[src/rtl/seg7_scan_ctrl.sv]
// Time-multiplexed 4-digit common-anode 7-segment scan controller with
// double-buffered BCD input, blanking gaps and leading-zero suppression.
// Optional decimal-point support is enabled by defining SEG7_SCAN_DP_EN.
module seg7_scan_ctrl #(
  parameter int PRESCALE     = 50000,
  parameter int BLANK_CYCLES = 16
) (
  input  logic        clk,
  input  logic        rst_n,
  input  logic        load,
  input  logic [15:0] value,
  input  logic        lz_blank,
`ifdef SEG7_SCAN_DP_EN
  input  logic [3:0]  dp_in,
  output logic        dp_n,
`endif
  output logic [6:0]  seg,
  output logic [3:0]  an,
  output logic        frame_done
);

  localparam int CW = (PRESCALE > 1) ? $clog2(PRESCALE) : 1;
  localparam logic [CW-1:0] CNT_LAST  = CW'(PRESCALE - 1);
  localparam logic [CW-1:0] BLANK_END = CW'(BLANK_CYCLES);

  // Active-low gfedcba patterns; non-decimal nibbles render as a dash.
  function automatic logic [6:0] dec7(input logic [3:0] d);
    logic [6:0] s;
    case (d)
      4'd0:    s = 7'b1000000;
      4'd1:    s = 7'b1111001;
      4'd2:    s = 7'b0100100;
      4'd3:    s = 7'b0110000;
      4'd4:    s = 7'b0011001;
      4'd5:    s = 7'b0010010;
      4'd6:    s = 7'b0000010;
      4'd7:    s = 7'b1111000;
      4'd8:    s = 7'b0000000;
      4'd9:    s = 7'b0010000;
      default: s = 7'b0111111;
    endcase
    return s;
  endfunction

  logic [CW-1:0] cnt_q, cnt_d;
  logic [1:0]    idx_q, idx_d;
  logic [15:0]   pend_q, pend_d, act_q, act_d;
  logic          pend_v_q, pend_v_d, act_v_q, act_v_d;
  logic [6:0]    seg_q, seg_d;
  logic [3:0]    an_q, an_d;
  logic          fd_q, fd_d;
  logic          wrap_s, show_s, supp_s;
  logic [3:0]    digit_s;
`ifdef SEG7_SCAN_DP_EN
  logic [3:0]    dp_pend_q, dp_pend_d, dp_act_q, dp_act_d;
  logic          dp_n_q, dp_n_d;
`endif

  // Next-state: scan position, double buffer, and the outputs for the next cycle.
  always_comb begin
    wrap_s = (idx_q == 2'd3) && (cnt_q == CNT_LAST);
    if (cnt_q == CNT_LAST) begin
      cnt_d = '0;
      idx_d = idx_q + 2'd1;
    end else begin
      cnt_d = cnt_q + CW'(1);
      idx_d = idx_q;
    end

    pend_d   = pend_q;
    pend_v_d = pend_v_q;
    act_d    = act_q;
    act_v_d  = act_v_q;
`ifdef SEG7_SCAN_DP_EN
    dp_pend_d = dp_pend_q;
    dp_act_d  = dp_act_q;
`endif
    // Transfer happens before the new load so a coincident load waits one frame.
    if (wrap_s && pend_v_q) begin
      act_d    = pend_q;
      act_v_d  = 1'b1;
      pend_v_d = 1'b0;
`ifdef SEG7_SCAN_DP_EN
      dp_act_d = dp_pend_q;
`endif
    end else begin
      act_v_d = act_v_q;
    end
    if (load) begin
      pend_d   = value;
      pend_v_d = 1'b1;
`ifdef SEG7_SCAN_DP_EN
      dp_pend_d = dp_in;
`endif
    end else begin
      pend_d = pend_d;
    end

    case (idx_d)
      2'd0:    begin digit_s = act_d[3:0];   supp_s = 1'b0;                   end
      2'd1:    begin digit_s = act_d[7:4];   supp_s = (act_d[15:4]  == 12'd0); end
      2'd2:    begin digit_s = act_d[11:8];  supp_s = (act_d[15:8]  == 8'd0);  end
      2'd3:    begin digit_s = act_d[15:12]; supp_s = (act_d[15:12] == 4'd0);  end
      default: begin digit_s = 4'd0;         supp_s = 1'b0;                   end
    endcase

    show_s = (cnt_d >= BLANK_END);
    if (show_s) begin
      an_d = ~(4'b0001 << idx_d);
    end else begin
      an_d = 4'b1111;
    end
    if (show_s && act_v_d && !(lz_blank && supp_s)) begin
      seg_d = dec7(digit_s);
    end else begin
      seg_d = 7'b1111111;
    end
    fd_d = (idx_d == 2'd3) && (cnt_d == CNT_LAST);
`ifdef SEG7_SCAN_DP_EN
    if (show_s) begin
      dp_n_d = ~dp_act_d[idx_d];
    end else begin
      dp_n_d = 1'b1;
    end
`endif
  end

  // State and registered outputs; reset darkens the display immediately.
  always_ff @(posedge clk or negedge rst_n) begin
    if (!rst_n) begin
      cnt_q    <= '0;
      idx_q    <= 2'd0;
      pend_q   <= 16'd0;
      pend_v_q <= 1'b0;
      act_q    <= 16'd0;
      act_v_q  <= 1'b0;
      seg_q    <= 7'b1111111;
      an_q     <= 4'b1111;
      fd_q     <= 1'b0;
`ifdef SEG7_SCAN_DP_EN
      dp_pend_q <= 4'd0;
      dp_act_q  <= 4'd0;
      dp_n_q    <= 1'b1;
`endif
    end else begin
      cnt_q    <= cnt_d;
      idx_q    <= idx_d;
      pend_q   <= pend_d;
      pend_v_q <= pend_v_d;
      act_q    <= act_d;
      act_v_q  <= act_v_d;
      seg_q    <= seg_d;
      an_q     <= an_d;
      fd_q     <= fd_d;
`ifdef SEG7_SCAN_DP_EN
      dp_pend_q <= dp_pend_d;
      dp_act_q  <= dp_act_d;
      dp_n_q    <= dp_n_d;
`endif
    end
  end

  assign seg        = seg_q;
  assign an         = an_q;
  assign frame_done = fd_q;
`ifdef SEG7_SCAN_DP_EN
  assign dp_n       = dp_n_q;
`endif

endmodule

[config.mk]
export PLATFORM = sky130hd
export DESIGN_NAME = seg7_scan_ctrl
export DESIGN_NICKNAME = d
export VERILOG_FILES = /design/src/rtl/seg7_scan_ctrl.sv
export SDC_FILE = /design/constraint.sdc
export NUM_CORES = 1
export LEC_CHECK = 0
export BUFFER_PORTS_ARGS = -buffer_cell sky130_fd_sc_hd__buf_2
export CORE_MARGIN = 2
export CORE_UTILIZATION = 51
export DETAILED_ROUTE_END_ITERATION = 16
export PLACE_DENSITY = 0.7
export SETUP_SLACK_MARGIN = 0.15
export SLEW_MARGIN = 10
export SYNTH_ARGS = -nofsm -noshare
export SYNTH_HDL_FRONTEND = slang
export SYNTH_SLANG_ARGS = --single-unit
[constraint.sdc]
create_clock -name clk -period 4.25 [get_ports clk]
set_input_delay 0.85 -clock clk [delete_from_list [all_inputs] [get_ports clk]]
set_output_delay 0.85 -clock clk [all_outputs]
set_load 0.1 [all_outputs]
==> results of run 1 <==
[cells by family (layout without fill, tap and decap cells)]
| family | after synthesis | after routing | synth area share |
|---|---|---|---|
| flip-flops | 64 | 64 | 0.496 |
| buffers and inverters | 29 | 67 | 0.0388 |
| XOR/XNOR | 18 | 18 | 0.0484 |
| adder cells (fa/ha/maj) | 9 | 9 | 0.0345 |
| AND/OR/NAND/NOR | 84 | 84 | 0.147 |
| AO/OA/AOI/OAI | 31 | 31 | 0.0726 |
| multiplexers | 48 | 48 | 0.163 |
[routing by layer]
layer  vias to the layer above  share of wire  wire length [um]  GRT usage
met4                         0          0.023               140     0.0968
li1                       1073              -                 -          -
met3                        13          0.046               283     0.0366
met2                        62           0.46              2880      0.301
met1                      1088           0.47              2910      0.268
met5                         -              0                 0          0
[power groups by stage]
| stage | clock network (mW) | logic, mW | registers [mW] |
|---|---|---|---|
| floorplan | 0 | 0.0204 | 0.644 |
| global placement | 0 | 0.0423 | 0.649 |
| detailed placement | 0 | 0.0434 | 0.650 |
| CTS | 0.472 | 0.0433 | 0.638 |
| global route | 0.497 | 0.0482 | 0.640 |
| finish | 0.460 | 0.0417 | 0.638 |
[state kept, by name (all words and copies together), names as in the netlist]
signal / cells
idx_q: 2
act_v_q: 1
pend_v_q: 1
an: 4
seg: 7
frame_done: 1
cnt_q: 16
act_q: 16
pend_q: 16
[cells in the final DEF (no fill, tap or decap), types with 4 or more instances in the layout]
| cell type | n |
|---|---|
| ha_1 | 9 |
| mux2_2 | 31 |
| nor2_1 | 13 |
| and2_1 | 5 |
| nand3_1 | 8 |
| xor2_1 | 7 |
| nor4_1 | 6 |
| clkbuf_8 | 10 |
| buf_2 | 31 |
| xnor2_1 | 11 |
| nand2_1 | 21 |
| nor3_1 | 5 |
| o21ai_0 | 4 |
| dfstp_2 | 11 |
| inv_1 | 16 |
| nand4_1 | 4 |
| dfrtp_1 | 53 |
| o211ai_1 | 6 |
| mux2i_1 | 16 |
[worst min path at each step]
| stage | from | endpoint | slack (ns) | cells after the start |
|---|---|---|---|---|
| floorplan | act_v_q | act_v_q | 0.42 | 1 |
| global placement | act_q[2] | act_q[2] | 0.48 | 2 |
| detailed placement | act_v_q | act_v_q | 0.47 | 1 |
| CTS | act_v_q | act_v_q | 0.49 | 1 |
| global route | act_q[0] | act_q[0] | 0.52 | 1 |
| finish | act_v_q | act_v_q | 0.48 | 1 |
[stage by stage]
stage / setup WS, ns / hold WS [ns] / power (mW)
floorplan: 0.962 / 0.423 / 0.664
global placement: 0.727 / 0.479 / 0.691
detailed placement: 0.649 / 0.473 / 0.693
CTS: 0.609 / 0.493 / 1.15
global route: 0.296 / 0.523 / 1.19
finish: 0.603 / 0.481 / 1.14
[layout make-up]
type / count / area, um2
timing repair buffer: 34 / 178
multi-input combinational: 190 / 1520
fill: 534 / 2630
tap: 77 / 96.3
sequential: 64 / 1620
inverter: 17 / 63.8
clock inverter: 5 / 31.3
clock buffer: 11 / 141
==> flow_summary_export.csv, run 1 <==
group,metric,value,unit
global_route,grt_util_all_layers,0.196,
synthesis,yosysWarnings,0,
layout,nets,345,
critical_path,arrival,3.91,ns
synthesis,synth.avg_cell_area,11.5,um2
power_and_ir_drop,p_seq_frac,0.560,
critical_path,critPathSlowestCell,"or4_4",
synthesis,ys_seq_area_frac,0.496,
clocking,cts.sinks,64,
synthesis,synth_area,0.00326,mm2
clocking,numCtsBuffers,9,
critical_path,critical_path_class,"reg2reg",
clocking,clk_pin_slew,0.07,ns
timing,slew_viol_final,0,
synthesis,async_flop_share,1.00,
synthesis,synth-main-ff-cell,"dfrtp_1",
worst_hold_path,hold_path.class,"reg2reg",
layout,fin_area,0.00364,mm2
layout,fin_util,0.580,
power_and_ir_drop,pwr-share-comb,0.037,
power_and_ir_drop,switching_share,0.234,
critical_path,path_cells,"or4_4 > nor4_4 > xnor2_1 > inv_1 > nand2_1 > o22ai_1 > or2_1 > ha_1 > inv_1 > o21ai_0 > o211ai_1",
critical_path,cp_num_cells,11,
drt,vias,2236,
global_route,antenna_found_initial,0,
drt,detail_route.wl_per_cell,15.6,um
synthesis,yosysMostFrequentCell,"dfrtp_1",
synthesis,syn_inst,283,
synthesis,synth_common_cells,"dfrtp_1 (53), mux2_2 (31), nand2_1 (21), inv_1 (16), mux2i_1 (16)",
global_route,overflow,0,
die,rows,29,
clocking,worstSkewPairLatency,0.34,ns
clocking,cts_tree,"yes",
critical_path,worstPathRequired,4.51,ns
place,gp_congestion,0.898,
synthesis,synth_top_area_frac,0.407,
timing,rsz0062_at_grt,"no",
die,dieArea,0.00705,mm2
global_route,grt_start_max_net_pins,35,
timing,tightest_slew,0.999,ns
drt,dr.pass1.iters,4,
synthesis,synth_area_leaders,"dfrtp_1 (41%), mux2_2 (11%), dfstp_2 (8.9%)",
critical_path,cpMostUsedCell,"inv_1",
synthesis,synth_area_leader_cell,"dfrtp_1",
drt,drt_iter0_markers,113,
critical_path,critPathCaptureType,"flop",
critical_path,critPathLaunch,"cnt_q[5]",
critical_path,start_kind,"flop",
drt,wl,6220,um
clocking,root_buffer,"clkbuf_8",
synthesis,syn_nets,312,
place,io_buffers,31,
critical_path,r2r_slack,0.60,ns
critical_path,critPathBufInv,2,
critical_path,rr_startpoint,"cnt_q[5]",
clocking,h-tree-depth,3,
critical_path,critPathTopFamily,"simple AND/OR/NAND/NOR gates",
die,die_w,83.9,um
layout,finalNonFillerCells,398,
timing,timing.fmax,0.274,GHz
clocking,postCtsSetupBuffers,0,
run,maxCapViolCount,0,
timing,setup_viol,0,
global_route,grt_first_pass_wirelength,10900,um
die,ioPinCount,32,
drt,ant_nets,0,
timing,post-route-period-util,0.858,
power_and_ir_drop,peakVddDrop,0.282,mV
synthesis,ys_ff_latch,64,
layout,layout-drive-gt1-share,0.305,
critical_path,cp-endpoint,"seg[3]",
place,place_inst,382,
power_and_ir_drop,p_int,0.873,mW
timing,setup_tns,0,ns
critical_path,cpPeakStageDelay,0.58,ns
critical_path,r2r_cells,11,
layout,area_delta_synth_final,11.8,%
synthesis,synth_edf_count,0,
power_and_ir_drop,p_leak,1.72,nW
run_status,status,"finished, final reports clean",
place,place_hpwl,4530,um
timing,fin_skew,0.00890,ns
synthesis,synth_cell_types,51,
die,die_h,83.9,um
layout,diodes,0,
global_route,grt_pass1_vias,2230,
clocking,post_cts_resized,0,
critical_path,r2r_end,"seg[3]",
die,core_area,0.00628,mm2
power_and_ir_drop,clkPwrFrac,0.403,
die,start_util,0.519,
drt,vias_per_cell,5.62,
power_and_ir_drop,switchingPower,0.267,mW
timing,min_period,3.65,ns
timing,max_slew_margin,0.329,
critical_path,crit_fanout,9,
timing,final_hold_viol_count,0,
clocking,cts_hold_buf,0,
place,placedInstanceArea,0.00347,mm2
drt,drc,0,
clocking,ctsLongestPathBuffers,2,
power_and_ir_drop,p_per_area,313,mW/mm2
No activity file was read; power rests on OpenSTA's default activity.
==> inputs of run 2 (changes only) <==
--- a/config.mk
+++ b/config.mk
@@ -6,10 +6,12 @@
 export NUM_CORES = 1
 export LEC_CHECK = 0
 export BUFFER_PORTS_ARGS = -buffer_cell sky130_fd_sc_hd__buf_2
+export CELL_PAD_IN_SITES_DETAIL_PLACEMENT = 2
+export CELL_PAD_IN_SITES_GLOBAL_PLACEMENT = 2
 export CORE_MARGIN = 2
-export CORE_UTILIZATION = 51
+export CORE_UTILIZATION = 39
 export DETAILED_ROUTE_END_ITERATION = 16
-export PLACE_DENSITY = 0.7
+export PLACE_DENSITY = 0.78
 export SETUP_SLACK_MARGIN = 0.15
 export SLEW_MARGIN = 10
 export SYNTH_ARGS = -nofsm -noshare
==> run 2 against run 1 <==
Net effect:
- count of clock-buffer cells in the layout fell by 1
- clock skew grew 0.0038 ns
- first-iteration DRC count shrank 35%
- core utilization down 12 points
- fmax shrank 3.8%
- final cell count rose by 7.3%
- clock power rose by 42%
- combinational power increased by 5.3%
- sequential cell count did not move
- sequential power about the same
- total power increased by 17%
==> flow_summary_export.csv, run 2 (synthesis results as in run 1) <==
group,metric,value,unit
layout,nets,346,
layout,final_common_cell,"dfrtp_1",
run,maxCapViolCount,0,
place,gp_congestion,0.762,
layout,layout-drive-gt1-share,0.311,
clocking,cts_hold_buf,0,
place,placedInstanceArea,0.00351,mm2
run_status,status,"finished, final reports clean",
timing,fin_skew,0.0127,ns
timing,tightest_slew,0.947,ns
critical_path,critical_path_class,"reg2reg",
layout,fillers,866,
clocking,h-tree-depth,3,
global_route,grt_start_max_net_pins,42,
clocking,root_buffer,"clkbuf_8",
timing,rsz0062_at_grt,"no",
drt,vias_per_cell,5.46,
timing,max_slew_margin,0.368,
global_route,use_met1,0.251,
layout,diodes,0,
die,start_util,0.399,
place,io_buffers,31,
clocking,cts_tree,"yes",
global_route,overflow,0,
die,die_h,95.4,um
global_route,grt_first_pass_wirelength,13300,um
global_route,grt_util_all_layers,0.196,
clocking,postCtsSetupBuffers,0,
timing,post-route-period-util,0.892,
die,die_w,95.4,um
die,ioPinCount,32,
drt,drc,0,
die,core_area,0.00818,mm2
global_route,antenna_found_initial,0,
clocking,ctsLongestPathBuffers,2,
global_route,met2_usage,0.330,
clocking,clk_pin_slew,0.08,ns
timing,min_period,3.79,ns
clocking,numCtsBuffers,9,
power_and_ir_drop,p_leak,1.76,nW
timing,whs,0.508,ns
timing,setup_viol,0,
timing,setup_tns,0,ns
clocking,worstSkewPairLatency,0.36,ns
clocking,cts.sinks,64,
critical_path,crit_fanout,19,
layout,top_regs,"act_q (16), cnt_q (16), pend_q (16)",
critical_path,arrival,4.07,ns
worst_hold_path,hold_path.class,"reg2reg",
die,rows,33,
layout,area_delta_synth_final,15.5,%
critical_path,start_kind,"flop",
timing,final_hold_viol_count,0,
critical_path,critPathCaptureType,"flop",
drt,dr.pass1.iters,4,
global_route,grt_use_met3,0.0356,
power_and_ir_drop,peakVddDrop,0.174,mV
power_and_ir_drop,p_per_area,355,mW/mm2
drt,drt_iter0_markers,74,
timing,slew_viol_final,0,
layout,final_cell_mix,"dfrtp_1 (53), mux2_2 (31), buf_2 (31), nand2_1 (21)",
drt,detail_route.wl_per_cell,19.2,um
die,dieArea,0.00910,mm2
drt,ant_nets,0,
place,place_hpwl,5880,um
drt,vias,2332,
power_and_ir_drop,p_total,1.34,mW
timing,timing.fmax,0.264,GHz
global_route,grt_pass1_vias,2510,
layout,fin_area,0.00376,mm2
critical_path,worstPathRequired,4.53,ns
global_route,top_usage_layer,"met2",
drt,wl,8200,um
## run 2: final cells by class
type | count | area (um2) | share of cell area
Inverter | 17 | 63.8 | 0.0169
Sequential cell | 64 | 1620 | 0.429
Multi-Input combinational cell | 190 | 1530 | 0.405
Tap cell | 105 | 131 | 0.0349
Clock buffer | 10 | 138 | 0.0366
Timing Repair Buffer | 35 | 185 | 0.0492
Clock inverter | 6 | 106 | 0.0282
## run 2: stage by stage
step                      worst slack [ns]  cells  utilization
final                                0.459    427        0.461
after detailed placement             0.432    411        0.430
after global placement               0.593    411        0.430
after CTS                            0.315    427        0.460
after floorplan                      0.962    283            -
after global routing                 0.177    427        0.461
## run 2: what timing repair did
item / in CTS / in global routing
setup endpoints to repair: 0 / 1
resized for setup: 0 / 1
hold endpoints to repair: 0 / 0
## run 2: critical path: stages (launching register included)
cell      delay, ns
dfrtp_1        0.48
or4_4          0.60
nor4_4         0.59
nand3_4        0.35
mux2_2         0.39
mux2i_1        0.22
mux2i_1        0.13
buf_4          0.18
inv_1          0.11
ha_1           0.25
inv_1          0.08
o21ai_0        0.10
o211ai_1       0.22
## run 2: layer usage
metal  routed length [um]  share of wire
met1                 3770           0.46
met2                 4130           0.50
met3                  174          0.021
met4                  129          0.016
met5                    0              0
## run 2: where the power goes
group / internal, mW / leakage [nW] / switching [mW] / total (mW)
clock network: 0.403 / 0.120 / 0.252 / 0.655
logic: 0.0223 / 0.836 / 0.0217 / 0.0439
registers: 0.625 / 0.800 / 0.0142 / 0.639
## run 2: path summary, 6_finish.rpt
kind / startpoint / endpoint / slack [ns] / cells past startpoint
min in group asynchronous: rst_n / cnt_q[12] / 0.63 / 1
max in group asynchronous: rst_n / pend_q[5] / 2.64 / 3
max reg2reg: cnt_q[5] / seg[3] / 0.46 / 12
max: cnt_q[5] / seg[3] / 0.46 / 12
min: act_v_q / act_v_q / 0.51 / 1
min reg2reg: act_v_q / act_v_q / 0.51 / 1
==> inputs of run 3 (changes only) <==
--- a/config.mk
+++ b/config.mk
@@ -11,6 +11,7 @@
 export CORE_MARGIN = 2
 export CORE_UTILIZATION = 39
 export DETAILED_ROUTE_END_ITERATION = 16
+export GPL_TIMING_DRIVEN = 0
 export PLACE_DENSITY = 0.78
 export SETUP_SLACK_MARGIN = 0.15
 export SLEW_MARGIN = 10
==> run 3 against run 2 <==
Net effect:
- clock power is 1% lower
- count of clock-buffer cells in the layout fell by 1
- register-to-register slack got worse by 0.09 ns
- sequential share of layout area fell by 0.28 points
- sequential cell count stayed put
- clock skew fell by 0.0036 ns
- global-route usage grew 0.77 points
- sequential power barely moved
- final cell count grew 1.6%
- first-iteration DRC count is 16% lower
- critical endpoint is now seg[4]
==> flow_summary_export.csv, run 3 (synthesis results as in run 1) <==
group,metric,value,unit
clocking,ctsLongestPathBuffers,2,
clocking,numCtsBuffers,9,
layout,layout-drive-gt1-share,0.301,
worst_hold_path,worst_hold_startpoint,"act_v_q",
global_route,overflow,0,
timing,setup_viol,0,
layout,final_common_cell,"dfrtp_1",
die,ioPinCount,32,
global_route,grt_start_max_net_pins,65,
drt,vias_per_cell,5.31,
worst_hold_path,hold_depth,1,
critical_path,critPathCaptureType,"flop",
drt,wl,8330,um
run_status,status,"finished, final reports clean",
clocking,postCtsSetupBuffers,0,
die,core_area,0.00818,mm2
timing,timing.fmax,0.258,GHz
die,dieArea,0.00910,mm2
layout,nets,353,
clocking,cts_tree,"yes",
critical_path,r2r_slack,0.37,ns
clocking,root_buffer,"clkbuf_8",
critical_path,start_kind,"flop",
drt,ant_nets,0,
timing,fin_skew,0.00908,ns
timing,slew_viol_final,0,
drt,drt_iter0_markers,62,
critical_path,worstPathRequired,4.52,ns
place,place_hpwl,5920,um
power_and_ir_drop,peakVddDrop,0.171,mV
layout,diodes,0,
clocking,clk_pin_slew,0.08,ns
timing,max_slew_margin,0.206,
power_and_ir_drop,p_leak,1.76,nW
drt,drc,0,
drt,detail_route.wl_per_cell,19.2,um
worst_hold_path,hold_path.class,"reg2reg",
clocking,worstSkewPairLatency,0.35,ns
global_route,grt_first_pass_wirelength,13700,um
critical_path,rr_startpoint,"cnt_q[7]",
drt,vias,2303,
critical_path,critPathLaunch,"cnt_q[7]",
die,rows,33,
clocking,cts.sinks,64,
layout,fin_util,0.464,
place,gp_congestion,0.802,
clocking,h-tree-depth,3,
layout,top_regs,"act_q (16), cnt_q (16), pend_q (16)",
power_and_ir_drop,p_per_area,351,mW/mm2
layout,fillers,878,
timing,setup_tns,0,ns
timing,whs,0.484,ns
run,maxCapViolCount,0,
layout,finalNonFillerCells,434,
layout,final_cell_mix,"dfrtp_1 (53), buf_2 (31), mux2_2 (31), nand2_1 (21), inv_1 (16)",
timing,tightest_slew,1.18,ns
global_route,grt_pass1_vias,2567,
timing,post-route-period-util,0.913,
worst_hold_path,holdPathEnd,"act_v_q",
timing,final_hold_viol_count,0,
global_route,antenna_found_initial,0,
critical_path,r2r_end,"seg[4]",
place,place_inst,418,
power_and_ir_drop,p_total,1.33,mW
critical_path,arrival,4.15,ns
die,die_h,95.4,um
place,io_buffers,30,
global_route,grt_util_all_layers,0.204,
layout,area_delta_synth_final,16.3,%
critical_path,crit_fanout,9,
drt,dr.pass1.iters,4,
critical_path,r2r_cells,10,
die,die_w,95.4,um
die,start_util,0.399,
timing,min_period,3.88,ns
critical_path,critical_path_class,"reg2reg",
timing,rsz0062_at_grt,"no",
## run 3: worst max path at each step
| stage | end | slack [ns] | depth (start not counted) |
|---|---|---|---|
| 3_3_place_gp | seg[4] | 0.34 | 10 |
| 5_1_grt | seg[3] | 0.17 | 11 |
| 2_1_floorplan | seg[4] | 0.96 | 10 |
| 3_5_place_dp | seg[4] | 0.21 | 10 |
| 6_report | seg[4] | 0.37 | 10 |
| 4_1_cts | seg[4] | 0.19 | 10 |
## run 3: stage by stage
stage	instance area (um2)	setup slack (ns)
finish	3790	0.368
global route	3790	0.171
CTS	3790	0.195
detailed placement	3540	0.212
global placement	3540	0.343
floorplan	3260	0.962
## run 3: critical path: stages (launching register included)
cell and delay, ns:
dfrtp_1 0.36, buf_2 0.17, or4_4 0.54, nor4_4 0.55
xnor2_1 0.58, mux2i_1 0.26, mux2i_2 0.45, inv_1 0.16
ha_1 0.25, mux2_2 0.28, o211ai_1 0.18
## run 3: repair_timing
| action | CTS | global route |
|---|---|---|
| endpoints found under the setup margin | 0 | 3 |
| gates resized for setup | 0 | 1 |
| hold buffers | 0 | 0 |
## run 3: layer usage
| layer | global-route usage | wire (um) | up-vias |
|---|---|---|---|
| li1 | - | - | 1092 |
| met1 | 0.261 | 3750 | 1170 |
| met4 | 0.0571 | 82 | 0 |
| met2 | 0.344 | 4260 | 35 |
| met5 | 0 | 0 | - |
| met3 | 0.0482 | 231 | 6 |
## run 3: area by class of cell
class	count	area [um2]	share of cell area
Tap cell	105	131	0.0347
Multi-Input combinational cell	190	1520	0.401
Sequential cell	64	1620	0.426
Buffer	12	62.6	0.0165
Clock inverter	7	119	0.0314
Timing Repair Buffer	30	153	0.0403
Clock buffer	9	124	0.0327
Inverter	17	63.8	0.0168
## run 3: where the power goes
group / internal, mW / leakage, nW / switching (mW)
logic: 0.0214 / 0.846 / 0.0221
registers: 0.625 / 0.800 / 0.0138
clock network: 0.391 / 0.117 / 0.257
total: 1.04 / 1.76 / 0.293
